`config.mk`:
```
export PLATFORM = sky130hd
export DESIGN_NAME = tilt_decoder
export DESIGN_NICKNAME = d
export VERILOG_FILES = /design/src/rtl/tilt_pkg.sv /design/src/rtl/tilt_axis_filter.sv /design/src/rtl/tilt_decoder.sv
export SDC_FILE = /design/constraint.sdc
export NUM_CORES = 1
export LEC_CHECK = 0
export ABC_AREA = 1
export ABC_CLOCK_PERIOD_IN_PS = 3100
export CAP_MARGIN = 20
export CORE_UTILIZATION = 58
export DETAILED_ROUTE_END_ITERATION = 8
export PLACE_DENSITY = 0.86
export SLEW_MARGIN = 20
export SYNTH_ARGS = -nofsm -noshare
export SYNTH_HDL_FRONTEND = slang
export SYNTH_SLANG_ARGS = --single-unit
```
`constraint.sdc`:
```
create_clock -name clk -period 3.1 [get_ports clk]
set_input_delay 0.465 -clock clk [delete_from_list [all_inputs] [get_ports clk]]
set_output_delay 0.465 -clock clk [all_outputs]
set_load 0.05 [all_outputs]
```
`src/rtl/tilt_pkg.sv`:
```
// Shared definitions for the tilt decoder.
//   tilt_state_t      : sequencing FSM states (ACCUM is the reset state)
//   TILT_LEVEL        : offset-binary code of a level axis; also the neutral threshold
//   TILT_NEUTRAL_DIR  : {increment, decrement} value that commands no movement
package tilt_pkg;

  typedef enum logic [1:0] {
    ACCUM   = 2'd0,
    COMPUTE = 2'd1,
    PUBLISH = 2'd2
  } tilt_state_t;

  localparam logic [7:0] TILT_LEVEL       = 8'd128;
  localparam logic [1:0] TILT_NEUTRAL_DIR = 2'b00;

endpackage

```
`src/rtl/tilt_axis_filter.sv`:
```
// One axis of the tilt decoder: accumulates accepted samples, averages the
// window with a truncating shift, and classifies the average against a
// dead band centred on TILT_LEVEL.
// Ports:
//   clk, reset   : clock, asynchronous active-low reset
//   sample       : raw 8-bit offset-binary sample
//   accept       : add sample into the running sum this cycle
//   clear        : empty the running sum (wins over accept)
//   load         : register the average and direction bits
//   neutral      : force direction bits neutral and threshold to level (wins over load)
//   increment    : average above the dead band
//   decrement    : average below the dead band
//   threshold    : last published average
module tilt_axis_filter
  import tilt_pkg::*;
#(
  parameter int AVG_LOG2 = 2,
  parameter int DEADBAND = 8
) (
  input  logic       clk,
  input  logic       reset,
  input  logic [7:0] sample,
  input  logic       accept,
  input  logic       clear,
  input  logic       load,
  input  logic       neutral,
  output logic       increment,
  output logic       decrement,
  output logic [7:0] threshold
);

  localparam int SW = 8 + AVG_LOG2;
  // Nine bits so 128+DEADBAND (up to 255) compares without wrap.
  localparam logic [8:0] HI_LIMIT = 9'(128 + DEADBAND);
  localparam logic [8:0] LO_LIMIT = 9'(128 - DEADBAND);

  logic [SW-1:0] sum;
  logic [7:0]    avg;
  logic [1:0]    dir_next;  // {increment, decrement}
  logic [1:0]    dir;

  always_ff @(posedge clk or negedge reset) begin
    if (!reset) begin
      sum <= '0;
    end else if (clear) begin
      sum <= '0;
    end else if (accept) begin
      sum <= sum + SW'(sample);
    end
  end

  // sum >> AVG_LOG2; the top 8 bits are exactly the truncated mean.
  assign avg = sum[SW-1 -: 8];

  // Strict comparisons: an average equal to a band edge stays neutral,
  // and the two branches make both bits set impossible.
  always_comb begin
    dir_next = TILT_NEUTRAL_DIR;
    if ({1'b0, avg} > HI_LIMIT) begin
      dir_next = 2'b10;
    end else if ({1'b0, avg} < LO_LIMIT) begin
      dir_next = 2'b01;
    end
  end

  always_ff @(posedge clk or negedge reset) begin
    if (!reset) begin
      dir       <= TILT_NEUTRAL_DIR;
      threshold <= TILT_LEVEL;
    end else if (neutral) begin
      dir       <= TILT_NEUTRAL_DIR;
      threshold <= TILT_LEVEL;
    end else if (load) begin
      dir       <= dir_next;
      threshold <= avg;
    end
  end

  assign increment = dir[1];
  assign decrement = dir[0];

endmodule

```
`src/rtl/tilt_decoder.sv`:
```
// Tilt decoder top: averages 2^AVG_LOG2 accelerometer samples per axis and
// publishes dead-band direction commands plus the averaged codes.
// Optional stale watchdog compiled in with `define TILT_STALE_TIMEOUT_EN.
// Ports:
//   clk, reset            : clock, asynchronous active-low reset
//   accel_x, accel_y      : raw samples, offset-binary (128 = level)
//   sample_valid          : samples on accel_x/accel_y are valid
//   sample_ready          : block accepts a sample this cycle
//   x/y_increment/decrement : direction commands
//   x/y_threshold         : averaged tilt codes
//   out_valid             : one-cycle pulse when outputs update
//   stale                 : no fresh samples, outputs neutral
// Handshake: a sample is taken on every cycle where sample_valid and
// sample_ready are both 1; sample_ready never depends on sample_valid.
// FSM state is the internal signal 'state' (tilt_state_t) for checkers.
module tilt_decoder
  import tilt_pkg::*;
#(
  parameter int AVG_LOG2       = 2,
  parameter int DEADBAND       = 8,
  parameter int TIMEOUT_CYCLES = 100000000
) (
  input  logic       clk,
  input  logic       reset,
  input  logic [7:0] accel_x,
  input  logic [7:0] accel_y,
  input  logic       sample_valid,
  output logic       sample_ready,
  output logic       x_increment,
  output logic       x_decrement,
  output logic       y_increment,
  output logic       y_decrement,
  output logic [7:0] x_threshold,
  output logic [7:0] y_threshold,
  output logic       out_valid,
  output logic       stale
);

  // One spare bit so the count can reach 2^AVG_LOG2 (also covers AVG_LOG2=0).
  localparam int             CW   = AVG_LOG2 + 1;
  localparam logic [CW-1:0]  LAST = CW'((1 << AVG_LOG2) - 1);

  tilt_state_t   state;
  tilt_state_t   state_next;
  logic [CW-1:0] count;
  logic          ready_en;   // low in reset, high from the first edge after release
  logic          accept;
  logic          timeout;
  logic          clear_acc;
  logic          load_out;

  assign sample_ready = ready_en && (state == ACCUM);
  assign accept       = sample_valid && sample_ready;
  assign out_valid    = (state == PUBLISH);
  // Leaving PUBLISH re-enters ACCUM, so that is where the window empties.
  assign clear_acc    = timeout || (state == PUBLISH);
  assign load_out     = (state == COMPUTE) && !timeout;

  always_comb begin
    state_next = state;
    case (state)
      ACCUM:   if (accept && (count == LAST)) state_next = COMPUTE;
      COMPUTE: state_next = PUBLISH;
      PUBLISH: state_next = ACCUM;
      default: state_next = ACCUM;
    endcase
    if (timeout) state_next = ACCUM;
  end

  always_ff @(posedge clk or negedge reset) begin
    if (!reset) begin
      state    <= ACCUM;
      ready_en <= 1'b0;
      count    <= '0;
    end else begin
      state    <= state_next;
      ready_en <= 1'b1;
      if (clear_acc) begin
        count <= '0;
      end else if (accept) begin
        count <= count + 1'b1;
      end
    end
  end

`ifdef TILT_STALE_TIMEOUT_EN
  localparam int WW = ($clog2(TIMEOUT_CYCLES + 1) > 0) ? $clog2(TIMEOUT_CYCLES + 1) : 1;

  logic [WW-1:0] wd_cnt;
  logic          stale_q;

  assign timeout = (wd_cnt == WW'(TIMEOUT_CYCLES));
  assign stale   = stale_q;

  always_ff @(posedge clk or negedge reset) begin
    if (!reset) begin
      wd_cnt  <= '0;
      stale_q <= 1'b0;
    end else begin
      if (accept || timeout) begin
        wd_cnt <= '0;
      end else begin
        wd_cnt <= wd_cnt + 1'b1;
      end
      // Cleared on the edge into PUBLISH so the fresh publish is not stale.
      if (timeout) begin
        stale_q <= 1'b1;
      end else if (state == COMPUTE) begin
        stale_q <= 1'b0;
      end
    end
  end
`else
  // Watchdog compiled out: timeout is constant false (TIMEOUT_CYCLES is
  // never negative), stale is tied low.
  assign timeout = (TIMEOUT_CYCLES < 0);
  assign stale   = 1'b0;
`endif

  tilt_axis_filter #(.AVG_LOG2(AVG_LOG2), .DEADBAND(DEADBAND)) u_x_filter (
    .clk       (clk),
    .reset     (reset),
    .sample    (accel_x),
    .accept    (accept),
    .clear     (clear_acc),
    .load      (load_out),
    .neutral   (timeout),
    .increment (x_increment),
    .decrement (x_decrement),
    .threshold (x_threshold)
  );

  tilt_axis_filter #(.AVG_LOG2(AVG_LOG2), .DEADBAND(DEADBAND)) u_y_filter (
    .clk       (clk),
    .reset     (reset),
    .sample    (accel_y),
    .accept    (accept),
    .clear     (clear_acc),
    .load      (load_out),
    .neutral   (timeout),
    .increment (y_increment),
    .decrement (y_decrement),
    .threshold (y_threshold)
  );

endmodule

```
* After elaboration in Yosys (flattened, before gate mapping) *
Index checks and enable logic that the tools add are counted.

operators by class
  $add $sub $neg = 3
  multiplexer cells = 12
  order comparisons = 4
  reduce and logical (&&, ||, !) cells = 5
  equal/unequal tests = 4

operator list
  operator                                                               number
  10-bit 2-to-1 mux                                                      4
  10-bit by 8-bit adder with 10-bit output                               2
  8-bit > comparator, second input constant                              2
  8-bit by 7-bit < comparator with 1-bit output, second input constant   2
  2-bit 2-to-1 mux                                                       3
  3-bit 2-to-1 mux                                                       2
  2-bit one-hot mux with 2 select lines                                  1
  3-bit by 1-bit adder with 3-bit output, second input constant          1
  3-bit by 2-bit equality test with 1-bit output, second input constant  1
  1-bit logical AND                                                      3
  2-bit by 1-bit equality test with 1-bit output, second input constant  1
  2-bit equality test, second input constant                             1
  2-bit zero test                                                        1
  1-bit 2-to-1 mux                                                       2
  2-bit by 1-bit != test with 1-bit output, second input constant        1
  2-bit nonzero test                                                     1

word-level totals
  bits in registers = 46
  word-level logic and storage cells = 37
  bits of input ports = 19
  output and inout bits = 23

* Depth between registers and ports, before layout *
Gate-level depths: netlist (run 1).

  depth in word-level cells = 6
  depth in mapped cells = 11
  gate-level depth less buffers = 11

* Cells and area by module *
From an unflattened synthesis (run 1), not the netlist that was laid out.

second synthesis, totals
  cells, all modules = 333
  area, all modules = 2,757.6 um2

by module, submodules not included
  module                          cells each  area each (um2)  instances  sequential area each (um2)
  tilt_axis_filter at u_x_filter  149         1,231.2          1          501.7
  tilt_axis_filter at u_y_filter  149         1,227.4          1          501.7
  tilt_decoder                    35          299.0            1          150.1

* Worst setup path after synthesis (run 1) *
OpenSTA, ideal clock, no wires.

  path kind = flip-flop to flip-flop
  start = register state[0]
  end = register count[1]
  data arrival time = 1,801 ps
  path buffers = 0
  library setup time = 121 ps
  setup slack = 1,179 ps
  cell stages (with the launch flop) = 6
  period minus slack after synthesis = 1,921 ps
  cell sequence = dfrtp_1 > nor2_1 > inv_1 > nand2_8 > inv_4 > a22o_1

between the ends
  elaborated cells between the ends (all ways) = 6

RTL lines
  item                                                    line                source
  start: declaration                                      tilt_decoder.sv:43  tilt_state_t state;
  start signal: assignment                                tilt_decoder.sv:76  state <= state_next;
  2-bit equality test (*)                                 --
  named net out_valid                                     tilt_decoder.sv:35  output logic out_valid,
  3-bit 2-to-1 mux or 2-bit nonzero test (tied branches)  --
  end signal: assignment                                  tilt_decoder.sv:81  count <= count + 1'b1;
  end: declaration                                        tilt_decoder.sv:45  logic [CW-1:0] count;

Mark *: on every way through the listed nets, which the timed path passes. The rest lies on a longest branch.
A chain may end at the register's enable or synchronous reset.

* Worst setup path after layout (run 1) *
  start = register state[1]
  end = output sample_ready

between the ends
  cells in the longest elaborated chain, start to end = 2

RTL lines
  item               line                source
  2-bit zero test    tilt_decoder.sv:52  assign sample_ready = ready_en && (state == ACCUM);
  1-bit logical AND  tilt_decoder.sv:52
  end: declaration   tilt_decoder.sv:28  output logic sample_ready,

Every way passes these cells.

==> flow_summary.yaml, run 1 <==
outcome:
  status: "complete, no violations"
yosys:
  synthArstFlopShare_pct: 100
  yosysWarningCount: 0
  synth_cells: 324
  ys_types: 31
  synth_edf_count: 0
  syn-num-nets: 363
  ys_ff_latch: 46
  syn_avg_cell_area_um2: 8.08
  ys_seq_area_share_pct: 44.1
  mappedNetlistArea_um2: 2620
  synth_flop_cell: "dfrtp_1"
power:
  finalPower_uw: 3300
  p_leak_uw: 0.00160
  p_per_area_nw_per_um2: 1050
  vdd_ir_drop_max_mv: 0.644
detailed_routing:
  drtIter0Drc: 124
  antenna_left: 0
  avgRoutedWirePerCell_um: 12.9
  drt_first_pass_iters: 4
  drt-total-wl_mm: 5.40
  vias: 2231
  vias_per_cell: 5.34
  drc: 0
die:
  core_region_area_um2: 4350
  die_h_um: 69.2
  dieArea_um2: 4790
  die_w_um: 69.2
  core.rowCount: 24
  io_pins: 42
  start_util_pct: 60.1
placed_design:
  port_buffers: 40
  place.gp.congestion: 0.924
  dp_hpwl_mm: 3.95
  place_inst: 410
cells_and_area:
  multi_input_area_um2: 1260
  seqCellArea_um2: 1150
  fillers: 366
  diodes: 0
  final_cell_mix: "93 x nand2_1, 44 x dfrtp_1, 39 x clkdlybuf4s50_1"
  drive_gt1_share_pct: 5.19
  layout_commonest_cell: "nand2_1"
  areaGrowthSynthToFinish_pct: 20.0
  layout.nets: 404
  fin_cells: 418
critical_path:
  cp_slowest_cell: "clkdlybuf4s50_1"
  crit_chain: "nor3b_2 -> clkdlybuf4s50_1"
  worstPathMaxFanout: 2
  cp.required_ns: 2.63
  rr_worst_depth: 11
  r2r-end: "u_x_filter.sum[8]$_DFFE_PN0P_"
  crit_type: "reg -> out"
  r2r_slack_ns: 1.37
  crit_arrival_ns: 1.80
  r2r-start: "u_x_filter.sum[0]$_DFFE_PN0P_"
  cp-start-kind: "flop"
  cp-end-kind: "primary output"
  slowest_delay_ns: 0.84
timing:
  fin_setup_tns_ns: 0
  slew-limit-headroom_pct: 62.6
  fin_crit_ns: 2.26
  fmax_mhz: 442
  fin_crit_sh_pct: 73.0
  setup_viol: 0
  hold_viol: 0
  hold_slack_ns: 0.149
  rsz0062_at_grt: "no"
  skew_ns: 0.00284
  timing.final.max_slew_violations: 0
  worst_pin_slew_ns: 0.561
global_routing:
  grt.overflow.total: 0
  grt_util_all_layers_pct: 24.7
  grt_pass1_wl_mm: 9.41
  antenna_found_initial: 0
  grt_max_degree: 47
  grt_pass1_vias: 2074
clock_tree:
  cts_root_buf: "clkbuf_8"
  h-tree-depth: 2
  clkTransAtPathRegs_ns: 0.08
  clockBufferDepth: 2
  cts_sinks: 46
  cts_resized: 0
  cts_hold_buf: 0
  cts_inserted_buffers: 5
  worst_skew_pair.late_latency_ns: 0.31
  cts_tree: "done"
  post_cts_buffers: 0
min_path:
  hp-class: "in -> async"
flow_run:
  cap_violations: 0
[per-layer routing]
layer,vias up,wire length (µm),GRT usage [%]
met5,-,0,0
met2,56,2530,39.4
li1,1134,-,-
met4,0,79,8.16
met1,1034,2540,33.5
met3,7,247,5.81
[metrics by stage]
step	worst slack, ns	utilization [%]	area [µm²]
floorplan	1.18	-	2620
global placement	0.842	69.7	3030
detailed placement	0.806	69.7	3030
CTS	0.827	72.1	3140
global route	0.738	72.2	3140
finish	0.838	72.2	3140
[critical path, delay by kind of cell (launching register included)]
kind          cells  cell delay [ns]
simple gates      1             0.23
flops             1             0.42
buf+inv           1             0.84
[state kept, by name, indices dropped and copies added (netlist names)]
name and count:
u_x_filter.dir 2, state 2, u_y_filter.dir 2, ready_en 1, u_x_filter.sum 10, u_y_filter.sum 10
u_x_filter.threshold 8, u_y_filter.threshold 8, count 3
[kinds of logic (layout without fill, tap and decap cells)]
logic type               after synthesis  count (layout)  synth area share [%]
buffers and inverters                 47              89                  7.84
adder cells (fa/ha/maj)               20              20                  10.1
flip-flops                            46              46                  44.1
AND/OR/NAND/NOR                      155             155                  25.2
XOR/XNOR                               4               4                  1.34
AO/OA/AOI/OAI                         50              50                  11.1
other                                  2               2                 0.287
[how the worst max path moves through the flow]
stage / startpoint / end / slack (ns)
final: state[1]$_DFFE_PN0P_ / sample_ready / 0.84
after global routing: state[1]$_DFFE_PN0P_ / sample_ready / 0.74
after CTS: state[1]$_DFFE_PN0P_ / sample_ready / 0.83
after detailed placement: accel_x[0] / u_x_filter.sum[8]$_DFFE_PN0P_ / 0.81
after global placement: accel_x[0] / u_x_filter.sum[8]$_DFFE_PN0P_ / 0.84
after floorplan: state[0]$_DFFE_PN0P_ / count[1]$_DFFE_PN0P_ / 1.18
[report_power, final]
group          leakage [µW]  switching [µW]  internal [µW]
Sequential         0.000577             204            869
Combinational      0.000971            1130            650
Clock             0.0000524             200            241
[Yosys cell counts, types with 2 or more instances]
cell / n / share of area [%]
conb_1: 2 / 0.29
buf_6: 3 / 1.3
nand2_1: 93 / 13
inv_1: 38 / 5.4
dfrtp_1: 44 / 42
o21ai_0: 16 / 3.1
a21boi_0: 2 / 0.57
o22ai_1: 11 / 2.6
fa_1: 2 / 1.5
xor2_1: 2 / 0.67
or2_2: 4 / 0.96
clkbuf_1: 3 / 0.43
a22o_1: 3 / 1.0
nand3_1: 21 / 4.0
nor3_1: 4 / 0.76
nand4_1: 4 / 0.96
a21oi_1: 13 / 2.5
o31ai_1: 2 / 0.57
xnor2_1: 2 / 0.67
nor2_1: 26 / 3.7
ha_1: 18 / 8.6
dfstp_2: 2 / 2.0
[cell type report]
| cell class | count | share of cell area (%) |
|---|---|---|
| Sequential cell | 46 | 36.7 |
| Inverter | 40 | 4.86 |
| Clock buffer | 7 | 2.43 |
| Timing Repair Buffer | 41 | 12.9 |
| Multi-Input combinational cell | 231 | 40.1 |
| Clock inverter | 1 | 0.955 |
| Tap cell | 52 | 2.07 |
Note: power is estimated with default switching activity, not from simulation.
==> inputs of run 2 (changes only) <==
- ABC_CLOCK_PERIOD_IN_PS: 3100 -> 1850
- CORE_UTILIZATION: 58 -> 48
- PLACE_DENSITY: 0.86 -> 0.76
- clock period: 3.1 -> 1.85 ns (I/O delays scaled with it)
==> run 2 against run 1 <==
Against the previous run: critical path depth fell by 1; non-clock buffer count rose by 18; via count rose by 4.2%; power rose by 78%; clock power rose by 110%; setup slack got worse by 0.74 ns; die area rose by 20%; flip-flop and latch count did not move; register-to-register slack got worse by 1.2 ns; cell count rose by 8.6%; count of clock-buffer cells in the layout fell by 1; critical path type unchanged; largest cell class unchanged; largest power group unchanged.
==> flow_summary.yaml, run 2 (synthesis results as in run 1) <==
global_routing:
  grt_max_degree: 24
  grt.overflow.total: 0
  grt_pass1_vias: 2113
  antenna_found_initial: 0
  grt_util_all_layers_pct: 22.2
  grt_pass1_wl_mm: 9.35
timing:
  fmax_mhz: 572
  fin_setup_tns_ns: 0
  slew-limit-headroom_pct: 66.8
  worst_pin_slew_ns: 0.497
  fin_crit_sh_pct: 94.6
  rsz0062_at_grt: "no"
  hold_slack_ns: 0.474
  timing.final.max_slew_violations: 0
  setup_viol: 0
  fin_crit_ns: 1.75
  hold_viol: 0
  skew_ns: 0.0116
cells_and_area:
  top_regs: "u_x_filter.sum x10, u_y_filter.sum x10"
  diodes: 0
  layout_commonest_cell: "nand2_1"
  layout.nets: 422
  stdcell_area_um2: 3340
  final_cell_mix: "93 x nand2_1, 44 x dfrtp_1, 37 x inv_1"
  fillers: 444
  fin_cells: 454
  drive_gt1_share_pct: 12.2
  areaGrowthSynthToFinish_pct: 27.7
critical_path:
  cp-start-kind: "flop"
  crit_type: "reg -> out"
  r2r_slack_ns: 0.20
  worstPathMaxFanout: 2
  r2r-end: "u_x_filter.sum[7]$_DFFE_PN0P_"
  cp_top_family: "buffers and inverters"
  crit_arrival_ns: 1.47
  cp.required_ns: 1.57
  crit_buf_inv: 1
  cp_slowest_cell: "clkdlybuf4s50_1"
  slowest_delay_ns: 0.81
  r2r-start: "u_x_filter.sum[2]$_DFFE_PN0P_"
  rr_worst_depth: 8
  crit_chain: "clkdlybuf4s50_1"
  cp-end-kind: "primary output"
power:
  p_leak_uw: 0.00171
  finalPower_uw: 5880
  p_per_area_nw_per_um2: 1760
  vdd_ir_drop_max_mv: 0.871
placed_design:
  dpl_cell_area_um2: 3190
  dp_hpwl_mm: 4.25
  place_inst: 445
  port_buffers: 40
  place.gp.congestion: 0.884
clock_tree:
  worst_skew_pair.late_latency_ns: 0.30
  h-tree-depth: 2
  post_cts_buffers: 0
  clkTransAtPathRegs_ns: 0.08
  clockBufferDepth: 2
  cts_sinks: 46
  cts_inserted_buffers: 5
  cts_tree: "done"
  cts_root_buf: "clkbuf_8"
min_path:
  whs_endpoint: "u_x_filter.threshold[7]$_DFFE_PN1N_"
  hp-class: "reg -> reg"
  hold_path_depth: 2
  min_from: "u_x_filter.threshold[7]$_DFFE_PN1N_"
die:
  core_region_area_um2: 5170
  dieArea_um2: 5760
  die_w_um: 75.9
  start_util_pct: 50.6
  core.rowCount: 26
  io_pins: 42
  die_h_um: 75.9
detailed_routing:
  drc: 0
  antenna_left: 0
  vias: 2324
  vias_per_cell: 5.12
  drtIter0Drc: 114
  avgRoutedWirePerCell_um: 12.6
  drt-total-wl_mm: 5.73
  drt_first_pass_iters: 4
flow_run:
  cap_violations: 0
outcome:
  status: "complete, no violations"
run 2: what timing repair did:
item	in CTS	in global routing
gates resized for setup	0	3
hold endpoints to repair	44	0
hold buffers	1	0
setup endpoints to repair	0	2
run 2: worst min-delay path, delay by kind of cell, from the launching register on:
family,cells,cell delay [ns]
and+or+nand+nor,2,0.10
DFF,1,0.37
run 2: power by group:
| part | leakage (µW) | internal [µW] | switching [µW] |
|---|---|---|---|
| sequential | 0.000577 | 1460 | 334 |
| clock | 0.0000714 | 576 | 336 |
| combinational | 0.00107 | 1220 | 1950 |
| total | 0.00171 | 3250 | 2620 |
run 2: layer usage:
metal	global-route usage, %	wire (µm)
met1	28.8	2660
met2	35.5	2750
met3	3.84	205
met4	11.5	116
met5	0	0
run 2: area by class of cell:
| cell class | instances | area (µm²) | area share (%) |
|---|---|---|---|
| clock buffers | 6 | 82.6 | 2.47 |
| inverters | 40 | 153 | 4.56 |
| clock inverters | 2 | 60.1 | 1.80 |
| multi-input cells | 231 | 1270 | 37.9 |
| repair buffers | 59 | 541 | 16.2 |
| well taps | 70 | 87.6 | 2.62 |
| flip-flops and latches | 46 | 1150 | 34.5 |
run 2: per-stage QoR:
| step | util [%] | worst slack, ns |
|---|---|---|
| 3_5_place_dp | 61.6 | -0.207 |
| 3_3_place_gp | 61.6 | -0.141 |
| 6_report | 64.7 | 0.101 |
| 5_1_grt | 64.7 | 0.0118 |
| 4_1_cts | 64.6 | 0.0961 |
| 2_1_floorplan | - | 0.0213 |
run 2: worst max-delay path by stage:
stage	from	to	slack, ns	cells after the start
2_1_floorplan	state[0]$_DFFE_PN0P_	count[1]$_DFFE_PN0P_	0.02	6
3_3_place_gp	accel_x[0]	u_x_filter.sum[8]$_DFFE_PN0P_	-0.14	12
3_5_place_dp	accel_y[0]	u_y_filter.sum[8]$_DFFE_PN0P_	-0.21	12
4_1_cts	u_y_filter.threshold[1]$_DFFE_PN0N_	y_threshold[1]	0.1	1
5_1_grt	accel_y[0]	u_y_filter.sum[8]$_DFFE_PN0P_	0.01	12
6_report	u_y_filter.threshold[1]$_DFFE_PN0N_	y_threshold[1]	0.10	1
==> inputs of run 3 (changes only) <==
- CORE_UTILIZATION: 48 -> 49
- CTS_CLUSTER_SIZE: not set -> 10
- SYNTH_HIERARCHICAL: not set -> 1
==> run 3 against run 2 <==
Against the previous run: combinational power down 26%; sequential power down 12%; sequential share of layout area down 1.4 points; synthesized cell count up 2.8%; routed wire length up 10%; die area up 3.1%; global-route usage up 1.5 points.
==> flow_summary.yaml, run 3 <==
clock_tree:
  clkTransAtPathRegs_ns: 0.08
  cts_resized: 0
  cts_hold_buf: 0
  worst_skew_pair.late_latency_ns: 0.29
  post_cts_buffers: 0
  cts_inserted_buffers: 5
  cts_tree: "done"
  clockBufferDepth: 2
  cts_sinks: 46
  h-tree-depth: 2
  cts_root_buf: "clkbuf_8"
detailed_routing:
  drc: 0
  vias: 2421
  avgRoutedWirePerCell_um: 13.4
  vias_per_cell: 5.14
  antenna_left: 0
  drtIter0Drc: 105
  drt-total-wl_mm: 6.33
  drt_first_pass_iters: 5
timing:
  slew-limit-headroom_pct: 62.1
  hold_viol: 0
  worst_pin_slew_ns: 0.568
  fin_crit_ns: 1.77
  fmax_mhz: 565
  setup_viol: 0
  fin_crit_sh_pct: 95.6
  skew_ns: 0.00664
  rsz0062_at_grt: "no"
  timing.final.max_slew_violations: 0
power:
  intPower_uw: 2550
  swShare_pct: 43.9
  p_leak_uw: 0.00176
  clkPwrFrac_pct: 13.6
  vdd_ir_drop_max_mv: 0.732
  p_per_area_nw_per_um2: 1300
  finalPower_uw: 4540
  seqPwrFrac_pct: 34.8
  power_frac_comb_pct: 51.7
  switching_power_uw: 1990
cells_and_area:
  final_cell_mix: "75 x nand2_1, 45 x inv_1, 44 x dfrtp_1"
  drive_gt1_share_pct: 17.2
  stdcell_area_um2: 3480
  top_regs: "u_x_filter/sum x10, u_y_filter/sum x10"
  layout_commonest_cell: "nand2_1"
  layout.nets: 439
  diodes: 0
  areaGrowthSynthToFinish_pct: 26.3
die:
  die_w_um: 77.0
  io_pins: 42
  core_region_area_um2: 5270
  die_h_um: 77.0
  dieArea_um2: 5930
  core.rowCount: 26
  start_util_pct: 52.3
global_routing:
  grt_pass1_wl_mm: 11.2
  grt_util_all_layers_pct: 23.7
  grt_max_degree: 47
  antenna_found_initial: 0
  grt.overflow.total: 0
  grt_pass1_vias: 2473
yosys:
  ys_seq_area_share_pct: 41.8
  synth_edf_count: 0
  synth.most_common_cell: "nand2_1"
  synthArstFlopShare_pct: 100
  yosysWarningCount: 6
  yosysTopAreaCell: "dfrtp_1"
  synth_cells: 333
  ys_ff_latch: 46
  synthTopCellsByArea: "dfrtp_1 40%, nand2_1 10%, ha_1 8.2%"
  syn_avg_cell_area_um2: 8.28
  ys_types: 31
  ys_top_cells_by_count: "77 x nand2_1, 45 x inv_1, 44 x dfrtp_1"
  synth_flop_cell: "dfrtp_1"
  mappedNetlistArea_um2: 2760
  synth_top_cell_area_share_pct: 39.9
critical_path:
  worstPathMaxFanout: 2
  cp_slowest_cell: "clkdlybuf4s50_1"
  cp-start-kind: "flop"
  slowest_delay_ns: 0.81
  r2r_slack_ns: 0.16
  r2r-start: "state[0]$_DFFE_PN0P_"
  cp_top_family: "buffers and inverters"
  r2r-end: "u_y_filter/sum[2]$_DFFE_PN0P_"
  cp-end-kind: "primary output"
  cp.required_ns: 1.57
  crit_buf_inv: 1
  crit_arrival_ns: 1.49
  crit_type: "reg -> out"
  crit_chain: "clkdlybuf4s50_1"
  rr_worst_depth: 6
min_path:
  hp-class: "in -> async"
placed_design:
  dp_hpwl_mm: 5.06
  port_buffers: 40
  place.gp.congestion: 0.882
  dpl_cell_area_um2: 3380
flow_run:
  cap_violations: 0
outcome:
  status: "complete, no violations"
run 3: metal layers:
metal	vias up	GRT usage (%)	share of wire, %
met1	1142	31.1	46
met2	46	40.9	50
met3	9	3.10	2.4
li1	1224	-	-
met4	0	6.60	1.3
met5	-	0	0
run 3: worst register-to-register path, delay by kind of cell, from the launching register on:
family | cells | cell delay (ns)
buffers and inverters | 3 | 0.43
AO/OA/AOI/OAI | 1 | 0.26
flip-flops | 1 | 0.41
AND/OR/NAND/NOR | 2 | 0.49
run 3: cell families (layout without fill, tap and decap cells):
kind of cell / Yosys count / after routing / share of synthesized area, %
buffers and inverters: 49 / 111 / 6.81
other: 2 / 8 / 0.272
xor gates and xnor gates: 4 / 4 / 1.27
DFF: 46 / 46 / 41.8
adders and majority gates: 20 / 20 / 9.62
and+or+nand+nor: 166 / 166 / 29.3
AOI/OAI and AO/OA: 46 / 46 / 10.9
run 3: final cells by class:
cell class                 instances  area (µm²)
sequential                        46        1150
fill                             453        1790
tap                               70        87.6
multi-input combinational        244        1460
clock buffer                       8        90.1
timing repair buffer              55         510
inverter                          48         180
run 3: power groups by stage:
stage	combinational, µW	sequential [µW]	clock, µW
floorplan	1630	1570	0
global placement	2200	1570	0
detailed placement	2300	1590	0
CTS	2320	1570	631
global route	2630	1620	681
finish	2350	1580	616
run 3: how the worst max path moves through the flow:
| stage | start | endpoint | slack [ns] | depth (start not counted) |
|---|---|---|---|---|
| after floorplan | state[0]$_DFFE_PN0P_ | u_y_filter/sum[2]$_DFFE_PN0P_ | 0.16 | 7 |
| after global placement | accel_x[0] | u_x_filter/sum[8]$_DFFE_PN0P_ | -0.16 | 12 |
| after detailed placement | accel_y[0] | u_y_filter/sum[8]$_DFFE_PN0P_ | -0.22 | 12 |
| after CTS | state[0]$_DFFE_PN0P_ | out_valid | 0.07 | 5 |
| after global routing | accel_y[0] | u_y_filter/sum[8]$_DFFE_PN0P_ | 0.009 | 12 |
| final | u_x_filter/threshold[0]$_DFFE_PN0P_ | x_threshold[0] | 0.08 | 1 |
run 3: per-stage QoR:
stage	hold slack [ns]	setup slack, ns	cells	TNS, ns	util, %
floorplan	-0.0181	0.164	339	0	-
global placement	0.396	-0.161	463	-0.516	64.1
detailed placement	0.400	-0.218	463	-0.977	64.1
CTS	0.0820	0.0733	471	0	65.8
global route	0.115	0.00901	471	0	66.1
finish	0.0576	0.0807	471	0	66.1
